File: src/rtl/uart_bus_master_if.sv
// rtl/uart_bus_master_if.sv - stb/ack register bus between the UART bus master and the UART slave
interface uart_bus_master_if;
    logic [31:0] m_adr_o;
    logic [31:0] m_dat_o;
    logic        m_we_o;
    logic        m_stb_o;
    logic [31:0] m_dat_i;
    logic        m_ack_i;

    modport master (
        output m_adr_o,
        output m_dat_o,
        output m_we_o,
        output m_stb_o,
        input  m_dat_i,
        input  m_ack_i
    );

    modport slave (
        input  m_adr_o,
        input  m_dat_o,
        input  m_we_o,
        input  m_stb_o,
        output m_dat_i,
        output m_ack_i
    );
endinterface

File: src/rtl/uart_bus_master.sv
// rtl/uart_bus_master.sv - UART register bus initiator: divisor init, TX writes, RX polling into a FIFO
// Optional write-ack timeout with retry: define UART_BUS_MASTER_TIMEOUT_EN.
module uart_bus_master #(
    parameter logic [31:0] BASE_ADDR     = 32'h0000_0000,
    parameter logic [15:0] DIVISOR       = 16'd54,
    parameter int          POLL_INTERVAL = 16,
    parameter int          RX_DEPTH      = 4,
    parameter int          ACK_TIMEOUT   = 1024
) (
    input  logic                sys_clk,
    input  logic                sys_rst_n,
    uart_bus_master_if.master   bus,
    input  logic [7:0]          tx_data,
    input  logic                tx_valid,
    output logic                tx_ready,
    output logic [7:0]          rx_data,
    output logic                rx_valid,
    input  logic                rx_ready,
    output logic                init_done,
    output logic                timeout_err
);
    localparam int AW = $clog2(RX_DEPTH);
    localparam int CW = AW + 1;
    localparam logic [CW-1:0] FULL_CNT = CW'(RX_DEPTH);

    if (BASE_ADDR[1:0] != 2'b00) begin : g_chk_base
        $error("BASE_ADDR must be word aligned");
    end
    if (POLL_INTERVAL < 1 || POLL_INTERVAL > 65535) begin : g_chk_poll
        $error("POLL_INTERVAL out of range");
    end
    if (RX_DEPTH < 2 || RX_DEPTH > 16 || (RX_DEPTH & (RX_DEPTH - 1)) != 0) begin : g_chk_depth
        $error("RX_DEPTH must be a power of two in 2..16");
    end
    if (ACK_TIMEOUT < 1 || ACK_TIMEOUT > 65535) begin : g_chk_timeout
        $error("ACK_TIMEOUT out of range");
    end

    typedef enum logic [2:0] {
        S_INIT, S_GAP, S_IDLE, S_TX_WR, S_RX_RD, S_RX_CAP
    } state_t;

    state_t        state_q, state_d;
    logic [31:0]   adr_q, adr_d;
    logic [31:0]   dat_q, dat_d;
    logic          we_q, we_d;
    logic          stb_q, stb_d;
    logic          init_done_q, init_done_d;
    logic          rr_rx_last_q, rr_rx_last_d;
    logic [15:0]   poll_q, poll_d;
    logic [AW-1:0] wptr_q, wptr_d;
    logic [AW-1:0] rptr_q, rptr_d;
    logic [CW-1:0] count_q, count_d;
    logic [7:0]    mem_q [RX_DEPTH];
    logic          push, pop, tx_ready_c;
    logic          tx_elig, rx_elig;
`ifdef UART_BUS_MASTER_TIMEOUT_EN
    logic [15:0]   to_cnt_q, to_cnt_d;
    logic          to_err_q, to_err_d;
`endif

    logic unused_dat;
    assign unused_dat = &{1'b0, bus.m_dat_i[31:9]};

    always_comb begin
        state_d      = state_q;
        adr_d        = adr_q;
        dat_d        = dat_q;
        we_d         = we_q;
        stb_d        = stb_q;
        init_done_d  = init_done_q;
        rr_rx_last_d = rr_rx_last_q;
        poll_d       = (poll_q != 16'd0) ? poll_q - 16'd1 : 16'd0;
        push         = 1'b0;
        tx_ready_c   = 1'b0;
        tx_elig      = tx_valid;
        rx_elig      = (poll_q == 16'd0) && (count_q != FULL_CNT);
`ifdef UART_BUS_MASTER_TIMEOUT_EN
        to_cnt_d     = to_cnt_q;
        to_err_d     = to_err_q;
`endif
        case (state_q)
            S_INIT: begin
                if (stb_q && bus.m_ack_i) begin
                    stb_d       = 1'b0;
                    init_done_d = 1'b1;
                    state_d     = S_GAP;
                end else begin
                    adr_d = BASE_ADDR + 32'd1;
                    we_d  = 1'b1;
                    dat_d = {16'b0, DIVISOR};
                    stb_d = 1'b1;
                end
            end
            S_GAP: state_d = S_IDLE;
            S_IDLE: begin
                // Ties go to whichever side was not granted last.
                if (tx_elig && (!rx_elig || rr_rx_last_q)) begin
                    adr_d        = BASE_ADDR;
                    we_d         = 1'b1;
                    dat_d        = {24'b0, tx_data};
                    stb_d        = 1'b1;
                    rr_rx_last_d = 1'b0;
                    state_d      = S_TX_WR;
`ifdef UART_BUS_MASTER_TIMEOUT_EN
                    to_cnt_d     = 16'd0;
`endif
                end else if (rx_elig) begin
                    adr_d        = BASE_ADDR;
                    we_d         = 1'b0;
                    dat_d        = 32'd0;
                    stb_d        = 1'b1;
                    rr_rx_last_d = 1'b1;
                    state_d      = S_RX_RD;
                end
            end
            S_TX_WR: begin
                if (bus.m_ack_i) begin
                    tx_ready_c = 1'b1;
                    stb_d      = 1'b0;
                    state_d    = S_GAP;
                end
`ifdef UART_BUS_MASTER_TIMEOUT_EN
                else if (to_cnt_q == 16'(ACK_TIMEOUT - 1)) begin
                    stb_d    = 1'b0;
                    to_err_d = 1'b1;
                    state_d  = S_GAP;
                end else begin
                    to_cnt_d = to_cnt_q + 16'd1;
                end
`endif
            end
            S_RX_RD: begin
                if (bus.m_ack_i) begin
                    stb_d   = 1'b0;
                    state_d = S_RX_CAP;
                end
            end
            S_RX_CAP: begin
                // A valid byte means more may be waiting, so poll again at once.
                push    = bus.m_dat_i[8];
                poll_d  = bus.m_dat_i[8] ? 16'd0 : 16'(POLL_INTERVAL);
                state_d = S_GAP;
            end
            default: state_d = S_INIT;
        endcase

        pop     = rx_ready && (count_q != '0);
        wptr_d  = push ? wptr_q + AW'(1) : wptr_q;
        rptr_d  = pop  ? rptr_q + AW'(1) : rptr_q;
        count_d = count_q;
        if (push && !pop) count_d = count_q + CW'(1);
        if (pop && !push) count_d = count_q - CW'(1);
    end

    always_ff @(posedge sys_clk or negedge sys_rst_n) begin
        if (!sys_rst_n) begin
            state_q      <= S_INIT;
            adr_q        <= BASE_ADDR;
            dat_q        <= 32'd0;
            we_q         <= 1'b0;
            stb_q        <= 1'b0;
            init_done_q  <= 1'b0;
            rr_rx_last_q <= 1'b0;
            poll_q       <= 16'd0;
            wptr_q       <= '0;
            rptr_q       <= '0;
            count_q      <= '0;
            for (int i = 0; i < RX_DEPTH; i++) mem_q[i] <= 8'd0;
`ifdef UART_BUS_MASTER_TIMEOUT_EN
            to_cnt_q     <= 16'd0;
            to_err_q     <= 1'b0;
`endif
        end else begin
            state_q      <= state_d;
            adr_q        <= adr_d;
            dat_q        <= dat_d;
            we_q         <= we_d;
            stb_q        <= stb_d;
            init_done_q  <= init_done_d;
            rr_rx_last_q <= rr_rx_last_d;
            poll_q       <= poll_d;
            wptr_q       <= wptr_d;
            rptr_q       <= rptr_d;
            count_q      <= count_d;
            if (push) mem_q[wptr_q] <= bus.m_dat_i[7:0];
`ifdef UART_BUS_MASTER_TIMEOUT_EN
            to_cnt_q     <= to_cnt_d;
            to_err_q     <= to_err_d;
`endif
        end
    end

    assign bus.m_adr_o = adr_q;
    assign bus.m_dat_o = dat_q;
    assign bus.m_we_o  = we_q;
    assign bus.m_stb_o = stb_q;
    assign tx_ready    = tx_ready_c;
    assign rx_data     = mem_q[rptr_q];
    assign rx_valid    = (count_q != '0);
    assign init_done   = init_done_q;
`ifdef UART_BUS_MASTER_TIMEOUT_EN
    assign timeout_err = to_err_q;
`else
    assign timeout_err = 1'b0;
`endif
endmodule

File: src/flat_wrapper.sv
// flat-port wrapper written by rule: the top's interface ports become plain ports
module uart_bus_master_flat 
#(
    parameter logic [31:0] BASE_ADDR     = 32'h0000_0000,
    parameter logic [15:0] DIVISOR       = 16'd54,
    parameter int          POLL_INTERVAL = 16,
    parameter int          RX_DEPTH      = 4,
    parameter int          ACK_TIMEOUT   = 1024
)
  (sys_clk, sys_rst_n, tx_data, tx_valid, tx_ready, rx_data, rx_valid, rx_ready, init_done, timeout_err, bus_m_adr_o, bus_m_dat_o, bus_m_we_o, bus_m_stb_o, bus_m_dat_i, bus_m_ack_i);
  uart_bus_master_if bus_i ();
  input  logic sys_clk;
  input  logic sys_rst_n;
  input  logic [7:0] tx_data;
  input  logic tx_valid;
  output logic tx_ready;
  output logic [7:0] rx_data;
  output logic rx_valid;
  input  logic rx_ready;
  output logic init_done;
  output logic timeout_err;
  output wire logic [$bits(bus_i.m_adr_o)-1:0] bus_m_adr_o;
  output wire logic [$bits(bus_i.m_dat_o)-1:0] bus_m_dat_o;
  output wire logic [$bits(bus_i.m_we_o)-1:0] bus_m_we_o;
  output wire logic [$bits(bus_i.m_stb_o)-1:0] bus_m_stb_o;
  input wire logic [$bits(bus_i.m_dat_i)-1:0] bus_m_dat_i;
  input wire logic [$bits(bus_i.m_ack_i)-1:0] bus_m_ack_i;
  assign bus_m_adr_o = bus_i.m_adr_o;
  assign bus_m_dat_o = bus_i.m_dat_o;
  assign bus_m_we_o = bus_i.m_we_o;
  assign bus_m_stb_o = bus_i.m_stb_o;
  assign bus_i.m_dat_i = bus_m_dat_i;
  assign bus_i.m_ack_i = bus_m_ack_i;
  uart_bus_master #(.BASE_ADDR(BASE_ADDR), .DIVISOR(DIVISOR), .POLL_INTERVAL(POLL_INTERVAL), .RX_DEPTH(RX_DEPTH), .ACK_TIMEOUT(ACK_TIMEOUT)) u_core (.sys_clk(sys_clk), .sys_rst_n(sys_rst_n), .bus(bus_i), .tx_data(tx_data), .tx_valid(tx_valid), .tx_ready(tx_ready), .rx_data(rx_data), .rx_valid(rx_valid), .rx_ready(rx_ready), .init_done(init_done), .timeout_err(timeout_err));
endmodule
File: config.mk
export PLATFORM = sky130hd
export DESIGN_NAME = uart_bus_master_flat
export DESIGN_NICKNAME = d
export VERILOG_FILES = /design/src/rtl/uart_bus_master_if.sv /design/src/rtl/uart_bus_master.sv /design/src/flat_wrapper.sv
export SDC_FILE = /design/constraint.sdc
export NUM_CORES = 1
export LEC_CHECK = 0
export ABC_CLOCK_PERIOD_IN_PS = 3600
export BUFFER_PORTS_ARGS = -buffer_cell sky130_fd_sc_hd__buf_2
export CORE_ASPECT_RATIO = 1.4
export CORE_MARGIN = 4
export CORE_UTILIZATION = 56
export CTS_BUF_LIST = sky130_fd_sc_hd__clkbuf_2
export DETAILED_ROUTE_END_ITERATION = 10
export PLACE_DENSITY_LB_ADDON = 0.2
export SYNTH_ARGS = -nofsm -noshare
export SYNTH_HDL_FRONTEND = slang
export SYNTH_SLANG_ARGS = --single-unit
File: constraint.sdc
create_clock -name sys_clk -period 3.6 [get_ports sys_clk]
set_input_delay 0.72 -clock sys_clk [delete_from_list [all_inputs] [get_ports sys_clk]]
set_output_delay 0.72 -clock sys_clk [all_outputs]
set_load 0.03 [all_outputs]
==> results.py, run 1 <==
metrics = {
    "placement": {
        "dpl.hpwl_um": 4656,
        "io_buffers": 43,
        "place.gp.congestion": 0.7659,
    },
    "clocking": {
        "numCtsBuffers": 9,
        "insertion_delay_ns": 0.51,
        "cts.sinks": 71,
        "clk_pin_slew_worst_paths_ns": 0.20,
        "root_buffer": "clkbuf_2",
        "postCtsHoldBufs": 0,
        "htreeDepth": 3,
        "clk_path_buf_depth": 2,
        "cts_setup_buffers": 0,
        "cts_tree": "yes",
        "cts_resized": 0,
    },
    "floorplanning": {
        "die_y_um": 104.3,
        "initial_utilization_pct": 58.47,
        "design.die.area_um2": 8002,
        "ios": 123,
        "fp.coreArea_um2": 6339,
        "die_w_um": 76.76,
        "rows": 34,
    },
    "routing": {
        "drtIter0Drc": 87,
        "finalWirelength_um": 6405,
        "vias": 2348,
        "viasPerCell": 5.195,
        "dr.pass1.iters": 4,
        "postRouteAntennaNets": 0,
        "drcViolationCount": 0,
        "avgRoutedWirePerCell_um": 14.17,
    },
    "worst_setup_path": {
        "cp_max_fo": 10,
        "reg2reg_slack_ns": 0.98,
        "cp.arrival_ns": 2.02,
        "timing.rr.end": "u_core.poll_q[15]$_DFF_PN0_",
        "rr_worst_depth": 5,
        "critPathLaunchType": "register",
        "path_class": "reg -> out",
        "crit_path_start": "u_core.rptr_q[0]$_DFFE_PN0P_",
        "worstSetupEndpoint": "rx_data[0]",
        "crit_path_end_kind": "output port",
        "regToRegStartpoint": "u_core.poll_q[2]$_DFF_PN0_",
        "required_ns": 2.88,
    },
    "sta": {
        "post-route-min-period_ns": 2.741,
        "final_max_slew_viol_count": 0,
        "skew_ns": 0.02760,
        "hold_slack_ns": 0.3696,
        "tightest_slew_ns": 0.8727,
        "final-hold-violation-count": 0,
        "clock.fmax_mhz": 364.8,
        "post-route-period-util_pct": 76.14,
        "rsz0062_at_grt": "no",
        "slew_headroom_pct": 41.82,
        "setup_tns_ns": 0,
        "setup_viol": 0,
    },
    "grt": {
        "grt_pass1_vias": 2366,
        "antenna_found_initial": 0,
        "grt_remaining_overflow": 0,
        "grt_max_degree": 72,
        "grt_pass1_wl_um": 11250,
        "grtUsageTotal_pct": 17.35,
    },
    "layout": {
        "drive_gt1_share_pct": 27.89,
        "diodes": 0,
        "final_util_pct": 62.30,
        "syn2layout_area_growth_pct": 6.550,
        "layout.nets": 427,
        "fill_cells": 540,
    },
    "synth": {
        "yosysTopAreaCell": "dfrtp_1",
        "synth-async-reset-ratio_pct": 100.0,
        "ys_seq_area_share_pct": 47.94,
        "synthCells": 327,
        "syn_avg_cell_area_um2": 11.33,
        "ys_seq_elements": 71,
        "yosys_warnings": 0,
        "yosys.area.top_type_share_pct": 47.94,
        "synthTopCellsByArea": "dfrtp_1, buf_4, mux2_2",
        "synthDistinctLibCells": 44,
        "synth_area_um2": 3706,
        "synth-edff-count": 0,
        "synth-main-ff-cell": "dfrtp_1",
    },
    "run": {
        "drv_cap": 0,
    },
    "pwr": {
        "power_density_nw_per_um2": 682.1,
        "ir_worst_vdd_uv": 345.6,
        "leakage_nw": 1.992,
        "total_power_mw": 2.693,
    },
    "outcome": {
        "outcome": "finished, final reports clean",
    },
    "min_path": {
        "hold_path_class": "in -> async",
    },
}
cell families (layout without fill, tap and decap cells):
family                     Yosys count  after routing  share of synthesized area [%]
DFF                                 71             71                          47.94
xor gates and xnor gates            15             15                          3.545
buffers and inverters               77             75                          13.50
muxes                               41             41                          14.85
other                                1             56                         0.1012
adders and majority gates            7              7                          2.566
and+or+nand+nor                     68             68                          9.251
AOI/OAI and AO/OA                   47             47                          8.238
area by class of cell:
| type | count | area [um2] | area share (%) |
|---|---|---|---|
| Multi-Input combinational cell | 234 | 1635 | 41.41 |
| Inverter | 14 | 52.55 | 1.331 |
| Sequential cell | 71 | 1777 | 44.99 |
| Clock buffer | 9 | 45.04 | 1.141 |
| Tap cell | 72 | 90.09 | 2.281 |
| Clock inverter | 7 | 118.9 | 3.010 |
| Timing Repair Buffer | 45 | 230.2 | 5.830 |
flip-flops by register name, summed over array words and instances, names as in the netlist, 2 cells and up:
signal / flops
u_core.bus.m_dat_o: 8
u_core.count_q: 3
u_core.mem_q: 32
u_core.poll_q: 16
u_core.rptr_q: 2
u_core.state_q: 3
u_core.wptr_q: 2
per-layer routing:
layer	routed length (um)	up-vias	track usage, %	share of wire [%]
li1	-	1117	-	-
met1	2707	1165	20.48	42
met2	3299	55	29.93	52
met3	265	11	3.553	4.1
met4	133	0	8.161	2.1
met5	0	-	0	0
critical path, stage by stage (launching register included):
cell and delay, ns:
dfrtp_1 0.76, mux4_2 0.57, buf_2 0.19
metrics by stage:
step	setup slack, ns	cell area (um2)	instances
after global routing	0.6711	3949	452
after global placement	1.022	3785	436
after CTS	0.7812	3949	452
after floorplan	1.325	3913	382
after detailed placement	0.9980	3785	436
final	0.8590	3949	452
worst min path at each step:
stage / cells after the start / slack (ns) / start / to
after global placement: 1 / 0.44 / u_core.init_done$_DFFE_PN0P_ / u_core.init_done$_DFFE_PN0P_
after detailed placement: 1 / 0.45 / u_core.init_done$_DFFE_PN0P_ / u_core.init_done$_DFFE_PN0P_
after floorplan: 0 / 0.42 / sys_rst_n / u_core.bus.m_adr_o[0]$_DFFE_PN0P_
after global routing: 2 / 0.36 / bus_m_dat_i[8] / u_core.poll_q[4]$_DFF_PN0_
after CTS: 2 / 0.36 / bus_m_dat_i[8] / u_core.poll_q[4]$_DFF_PN0_
final: 2 / 0.37 / sys_rst_n / u_core.mem_q[22]$_DFFE_PN0P_
cells in the mapped netlist, types with 2 or more instances:
library cell,count
a211oi_1,4
a21o_1,2
a21oi_1,15
a22o_1,4
a31oi_1,2
and2_1,3
buf_4,56
clkbuf_1,5
dfrtp_1,71
ha_1,6
inv_1,14
mux2_2,32
mux4_2,8
nand2_1,16
nand2b_1,3
nand3_1,4
nand3b_1,2
nor2_1,21
nor3_1,5
nor4_1,2
o21ai_0,8
o31ai_1,5
or3_1,4
or4_4,2
xnor2_1,7
xor2_1,8
placed cells by master, fill, tap and decap left out, types with 4 or more instances in the layout:
| master | count |
|---|---|
| o31ai_1 | 5 |
| xor2_1 | 8 |
| dfrtp_1 | 71 |
| xnor2_1 | 7 |
| a211oi_1 | 4 |
| mux4_2 | 8 |
| inv_1 | 14 |
| nor2_1 | 21 |
| buf_2 | 43 |
| nand2_1 | 16 |
| clkbuf_2 | 9 |
| mux2_2 | 32 |
| nand3_1 | 4 |
| ha_1 | 6 |
| conb_1 | 56 |
| nor3_1 | 5 |
| o21ai_0 | 8 |
| or3_1 | 4 |
| a22o_1 | 4 |
| a21oi_1 | 15 |
report_power, final:
part | switching [mW] | internal, mW
sequential | 0.228 | 0.985
combinational | 0.547 | 0.340
clock | 0.293 | 0.300
total | 1.07 | 1.63
Note: power is estimated with default switching activity, not from simulation.
==> run 2, diff against run 1 <==
- ABC_AREA: not set -> 1
- ABC_CLOCK_PERIOD_IN_PS: 3600 -> 2300
- CORE_UTILIZATION: 56 -> 48
- clock period: 3.6 -> 2.3 ns (I/O delays scaled with it)
==> run 2 against run 1 <==
- hold slack lost 0.22 ns
- clock skew shrank 0.0094 ns
- flip-flop and latch count is the same
- count of clock-buffer cells in the layout grew 1
- register-to-register slack lost 0.61 ns
- design area grew 3.1%
- synthesized cell count grew 39%
- core utilization shrank 10 points
- clock power shrank 8.1%
- critical endpoint is now rx_data[7]
- largest power group is now combinational logic
==> results.py, run 2 <==
metrics = {
    "synth": {
        "synthDistinctLibCells": 33,
        "yosys_warnings": 0,
        "synth_area_um2": 3864,
        "ys_seq_elements": 71,
        "synthCells": 456,
        "synthTopCellsByArea": "dfrtp_1, buf_4, nand2_1",
        "syn_avg_cell_area_um2": 8.473,
        "synth_commonest_cells": "nand2_1, dfrtp_1, buf_4, nor2_1, o21ai_0",
        "yosys.area.top_type_share_pct": 45.98,
        "synth-edff-count": 0,
        "synth-main-ff-cell": "dfrtp_1",
        "synth-async-reset-ratio_pct": 100.0,
        "ys_seq_area_share_pct": 45.98,
        "yosysTopAreaCell": "dfrtp_1",
        "yosysMostFrequentCell": "nand2_1",
    },
    "clocking": {
        "cts.sinks": 71,
        "cts_tree": "yes",
        "clk_pin_slew_worst_paths_ns": 0.18,
        "numCtsBuffers": 9,
        "root_buffer": "clkbuf_2",
        "clk_path_buf_depth": 2,
        "insertion_delay_ns": 0.50,
        "htreeDepth": 3,
    },
    "min_path": {
        "hold_path_class": "in -> reg",
    },
    "placement": {
        "io_buffers": 43,
        "place.gp.congestion": 0.8045,
        "dp_cells": 591,
        "postPlaceCellArea_um2": 3949,
        "dpl.hpwl_um": 5247,
    },
    "worst_setup_path": {
        "path_class": "reg -> out",
        "path_cells": "buf_4, clkinvlp_4, nor2_1, o22ai_1, buf_2",
        "cp_max_fo": 8,
        "slowest_delay_ns": 0.47,
        "worst-path-buf-inv": 3,
        "crit_slowest_cell": "dfrtp_2",
        "cp.arrival_ns": 1.74,
        "cpLargestDelayFamily": "buffers and inverters",
        "crit_path_end_kind": "output port",
        "required_ns": 1.84,
        "critPathLaunchType": "register",
    },
    "layout": {
        "final_cells": 610,
        "fin_area_um2": 4071,
        "diodes": 0,
        "syn2layout_area_growth_pct": 5.376,
        "multi_input_area_um2": 1635,
        "drive_gt1_share_pct": 17.84,
        "final_common_cell": "nand2_1",
        "top_register": "u_core.mem_q",
        "fill_cells": 767,
        "final_util_pct": 52.21,
        "layout.nets": 558,
        "largest_reg_flops": 32,
        "final_cell_mix": "nand2_1, dfrtp_1, conb_1",
        "layout.area.seq_um2": 1779,
    },
    "routing": {
        "met1_length_um": 3039,
        "postRouteAntennaNets": 0,
        "finalWirelength_um": 7244,
        "wl_met2_um": 3714,
        "avgRoutedWirePerCell_um": 11.88,
        "wl_met3_um": 309,
        "viasPerCell": 4.661,
        "drcViolationCount": 0,
        "top_layer": "met4",
        "vias": 2843,
        "dr.pass1.iters": 4,
        "drtIter0Drc": 130,
    },
    "run": {
        "drv_cap": 0,
    },
    "pwr": {
        "switchingPower_mw": 2.507,
        "power_frac_seq_pct": 40.0,
        "leakage_nw": 2.173,
        "combPwrFrac_pct": 49.6,
        "power_density_nw_per_um2": 1290,
        "p_int_mw": 2.744,
        "ir_worst_vdd_uv": 629.8,
        "p_sw_share_pct": 47.74,
        "pwr-share-clk_pct": 10.4,
    },
    "sta": {
        "rsz0062_at_grt": "no",
        "post-route-min-period_ns": 2.198,
        "clock.fmax_mhz": 454.9,
        "final-hold-violation-count": 0,
        "skew_ns": 0.01820,
        "tightest_slew_ns": 0.5072,
        "post-route-period-util_pct": 95.57,
        "final_max_slew_viol_count": 0,
        "setup_tns_ns": 0,
        "setup_viol": 0,
        "slew_headroom_pct": 66.00,
    },
    "grt": {
        "grtUsageTotal_pct": 15.82,
        "grt_pass1_vias": 2709,
        "antenna_found_initial": 0,
        "grt_remaining_overflow": 0,
        "grt_max_degree": 72,
        "grt_pass1_wl_um": 12200,
    },
    "floorplanning": {
        "fp.coreArea_um2": 7797,
        "ios": 123,
        "design.die.area_um2": 9569,
        "rows": 38,
        "initial_utilization_pct": 49.55,
        "die_y_um": 114.2,
        "die_w_um": 83.83,
    },
    "outcome": {
        "outcome": "finished, final reports clean",
    },
}
-- run 2: cell types whose count changed in the layout (fill, tap and decap cells not counted), sizes merged, moves of 15 or more --
cell	delta
inv	+27
mux2	-32
nand2	+82
nand3	+15
nor2	+35
o21ai	+45
-- run 2: worst register-to-register path: stages (launching register included) --
cell and delay (ns):
dfrtp_1 0.50, inv_2 0.08, nor2_2 0.05, nand2_2 0.10, inv_2 0.04, nand2_2 0.09, ha_1 0.15, inv_1 0.06
fa_1 0.37, a21oi_1 0.13, o21ai_0 0.10, xor2_1 0.15
-- run 2: timing repair --
action                     4_1_cts  5_1_grt
cloned                           0        1
hold endpoints to repair        71        0
hold buffers                     1        0
gates resized for setup          2        9
setup endpoints to repair        8        8
buffers inserted                 0        2
-- run 2: through the flow --
step                setup slack [ns]  hold WS [ns]  power [mW]
floorplan                     0.3394        0.1644       4.159
global placement              0.3878        0.4133       4.612
detailed placement            0.3766        0.4134       4.683
CTS                          0.02789        0.1020       5.253
global route                0.004755       0.09147       5.776
finish                        0.1019        0.1487       5.251
-- run 2: cell type report --
cell class | count | area share [%]
sequential | 71 | 43.70
multi-input combinational | 331 | 40.17
timing repair buffer | 49 | 6.945
inverter | 43 | 4.057
tap | 100 | 3.073
clock buffer | 10 | 1.229
clock inverter | 5 | 0.6454
timing repair inverter | 1 | 0.1844
-- run 2: cells by family (layout without fill, tap and decap cells) --
| group | count (synthesis) | count (layout) | share of synthesized area, % |
|---|---|---|---|
| adder cells (fa/ha/maj) | 7 | 7 | 2.461 |
| XOR/XNOR | 13 | 13 | 2.947 |
| flip-flops | 71 | 71 | 45.98 |
| buffers and inverters | 109 | 108 | 17.03 |
| other | 1 | 56 | 0.09706 |
| AND/OR/NAND/NOR | 184 | 184 | 21.92 |
| AO/OA/AOI/OAI | 71 | 71 | 9.553 |
-- run 2: path summary, 6_finish.rpt --
kind | from | endpoint | slack (ns) | depth (start not counted)
max reg2reg | u_core.state_q[0]$_DFFE_PN0P_ | u_core.count_q[2]$_DFFE_PN0P_ | 0.37 | 11
max in group asynchronous | sys_rst_n | u_core.mem_q[26]$_DFFE_PN0P_ | 1.49 | 3
min in group asynchronous | sys_rst_n | u_core.mem_q[5]$_DFFE_PN0P_ | 0.50 | 3
min | tx_data[7] | u_core.bus.m_dat_o[7]$_DFFE_PN0P_ | 0.15 | 3
min reg2reg | u_core.poll_q[0]$_DFF_PN0_ | u_core.poll_q[0]$_DFF_PN0_ | 0.43 | 1
max | u_core.rptr_q[0]$_DFFE_PN0P_ | rx_data[7] | 0.10 | 5
-- run 2: metal layers --
| metal | vias up | track usage [%] |
|---|---|---|
| li1 | 1434 | - |
| met1 | 1332 | 18.78 |
| met2 | 64 | 26.71 |
| met3 | 13 | 2.952 |
| met4 | 0 | 9.335 |
| met5 | - | 0 |
-- run 2: power by group through the flow --
| stage | Clock (mW) | Combinational (mW) | Sequential, mW |
|---|---|---|---|
| 3_5_place_dp | 0 | 2.57 | 2.11 |
| 3_3_place_gp | 0 | 2.51 | 2.10 |
| 2_1_floorplan | 0 | 1.94 | 2.22 |
| 4_1_cts | 0.580 | 2.58 | 2.09 |
| 6_report | 0.545 | 2.60 | 2.10 |
| 5_1_grt | 0.642 | 2.95 | 2.18 |
==> run 3, diff against run 2 <==
- CORE_UTILIZATION: 48 -> 40
==> run 3 against run 2 <==
- final cell count grew 3.1%
- via count did not move
- register-to-register slack got worse by 0.04 ns
- fmax increased by 0.13%
- sequential power barely moved
- global-route usage decreased by 2.0 points
- count of clock-buffer cells in the layout unchanged
- sequential share of layout area shrank 1.3 points
- combinational power rose by 6%
- critical path depth unchanged
- core utilization fell by 7.8 points
- power increased by 5.8%
==> results.py, run 3 (synthesis gave the netlist of run 2 again) <==
metrics = {
    "outcome": {
        "outcome": "finished, final reports clean",
    },
    "layout": {
        "largest_reg_flops": 32,
        "final_cell_mix": "nand2_1, dfrtp_1, conb_1",
        "final_util_pct": 44.40,
        "top_register": "u_core.mem_q",
        "fin_area_um2": 4200,
        "final_cells": 629,
        "diodes": 0,
        "final_common_cell": "nand2_1",
        "syn2layout_area_growth_pct": 8.711,
        "layout.nets": 566,
        "drive_gt1_share_pct": 19.65,
    },
    "grt": {
        "antenna_found_initial": 0,
        "grt_max_degree": 72,
        "grt_pass1_wl_um": 12820,
        "grt_remaining_overflow": 0,
        "grtUsageTotal_pct": 13.81,
        "grt_pass1_vias": 2755,
    },
    "worst_setup_path": {
        "cpMostUsedCell": "buf_4",
        "cp.arrival_ns": 1.74,
        "cpLargestDelayFamily": "buffers and inverters",
        "path_cells": "clkinvlp_4, buf_4, nor2_1, o22ai_2, buf_4",
        "worst-path-buf-inv": 3,
        "crit_path_end_kind": "output port",
        "timing.rr.end": "u_core.count_q[2]$_DFFE_PN0P_",
        "critPathLaunchType": "register",
        "crit_slowest_cell": "dfrtp_2",
        "reg2reg_slack_ns": 0.33,
        "cp_max_fo": 9,
        "required_ns": 1.84,
        "rr_worst_depth": 11,
        "regToRegStartpoint": "u_core.state_q[0]$_DFFE_PN0P_",
        "path_class": "reg -> out",
        "slowest_delay_ns": 0.46,
    },
    "sta": {
        "post-route-min-period_ns": 2.195,
        "final-hold-violation-count": 0,
        "skew_ns": 0.02766,
        "tightest_slew_ns": 0.5143,
        "rsz0062_at_grt": "yes",
        "fin_ws_ns": 0.1046,
        "hold_slack_ns": 0.1632,
        "clock.fmax_mhz": 455.5,
        "setup_viol": 0,
        "slew_headroom_pct": 65.53,
        "setup_tns_ns": 0,
        "post-route-period-util_pct": 95.45,
        "final_max_slew_viol_count": 0,
    },
    "pwr": {
        "p_sw_share_pct": 46.39,
        "pwr-share-clk_pct": 12.6,
        "leakage_nw": 2.235,
        "power_frac_seq_pct": 37.7,
        "ir_worst_vdd_uv": 653.0,
        "switchingPower_mw": 2.578,
        "power_density_nw_per_um2": 1323,
        "p_int_mw": 2.979,
        "combPwrFrac_pct": 49.7,
        "total_power_mw": 5.557,
    },
    "min_path": {
        "hold_depth": 3,
        "min_from": "tx_data[0]",
        "worstHoldEndpoint": "u_core.bus.m_dat_o[0]$_DFFE_PN0P_",
        "hold_path_class": "in -> reg",
    },
    "clocking": {
        "cts.sinks": 71,
        "htreeDepth": 3,
        "numCtsBuffers": 9,
        "cts_tree": "yes",
        "clk_path_buf_depth": 2,
        "insertion_delay_ns": 0.50,
        "clk_pin_slew_worst_paths_ns": 0.22,
        "root_buffer": "clkbuf_2",
    },
    "placement": {
        "dp_cells": 602,
        "io_buffers": 43,
        "postPlaceCellArea_um2": 3969,
        "dpl.hpwl_um": 5254,
        "preCtsSetupSlack_ns": 0.3509,
        "place.gp.congestion": 0.8542,
    },
    "floorplanning": {
        "initial_utilization_pct": 40.85,
        "die_y_um": 124.3,
        "design.die.area_um2": 11320,
        "ios": 123,
        "rows": 42,
        "fp.coreArea_um2": 9459,
        "die_w_um": 91.07,
    },
    "routing": {
        "viasPerCell": 4.520,
        "finalWirelength_um": 7542,
        "drcViolationCount": 0,
        "postRouteAntennaNets": 0,
        "vias": 2843,
        "drtIter0Drc": 120,
        "avgRoutedWirePerCell_um": 11.99,
        "dr.pass1.iters": 4,
    },
    "run": {
        "drv_cap": 0,
    },
}
run 3: cell types whose count changed in the layout (fill, tap and decap cells not counted), sizes merged:
cell / previous run / this run
bufinv: 0 / 1
buf: 48 / 56
run 3: worst min-delay path, stage by stage:
cell	delay, ns
buf_2	0.07
nand2_1	0.04
nand2_1	0.06
run 3: power groups by stage:
stage | clock network, mW | registers [mW] | logic (mW)
3_5_place_dp | 0 | 2.12 | 2.57
3_3_place_gp | 0 | 2.10 | 2.53
6_report | 0.703 | 2.09 | 2.76
2_1_floorplan | 0 | 2.22 | 1.94
5_1_grt | 0.808 | 2.17 | 3.14
4_1_cts | 0.734 | 2.10 | 2.58
run 3: area by class of cell:
| class | count | area, um2 |
|---|---|---|
| multi-input combinational | 331 | 1642 |
| timing repair buffer | 57 | 357.8 |
| inverter | 43 | 165.2 |
| clock inverter | 6 | 61.31 |
| fill | 997 | 5259 |
| timing repair inverter | 1 | 7.507 |
| tap | 110 | 137.6 |
| clock buffer | 10 | 50.05 |
| sequential | 71 | 1779 |
run 3: metal layers:
layer	up-vias	routed length, um	track usage, %
met5	-	0	0
met4	0	94	4.618
met3	8	393	3.625
met2	71	3765	22.94
met1	1320	3289	17.38
li1	1444	-	-
run 3: worst max-delay path by stage:
stage | startpoint | cells past startpoint | slack [ns] | end
floorplan | u_core.rptr_q[0]$_DFFE_PN0P_ | 5 | 0.34 | rx_data[5]
global placement | u_core.state_q[0]$_DFFE_PN0P_ | 11 | 0.38 | u_core.count_q[2]$_DFFE_PN0P_
detailed placement | u_core.state_q[0]$_DFFE_PN0P_ | 11 | 0.35 | u_core.count_q[2]$_DFFE_PN0P_
CTS | u_core.rptr_q[0]$_DFFE_PN0P_ | 4 | 0.01 | rx_data[3]
global route | u_core.rptr_q[0]$_DFFE_PN0P_ | 5 | -0.07 | rx_data[3]
finish | u_core.rptr_q[0]$_DFFE_PN0P_ | 5 | 0.10 | rx_data[3]
run 3: what timing repair did:
item | 4_1_cts | 5_1_grt
endpoints found under the hold margin | 71 | 0
hold buffers | 1 | 0
setup endpoints to repair | 8 | 8
buffers inserted | 0 | 9
resized for setup | 3 | 15
gates cloned | 0 | 1
pin swaps | 0 | 2
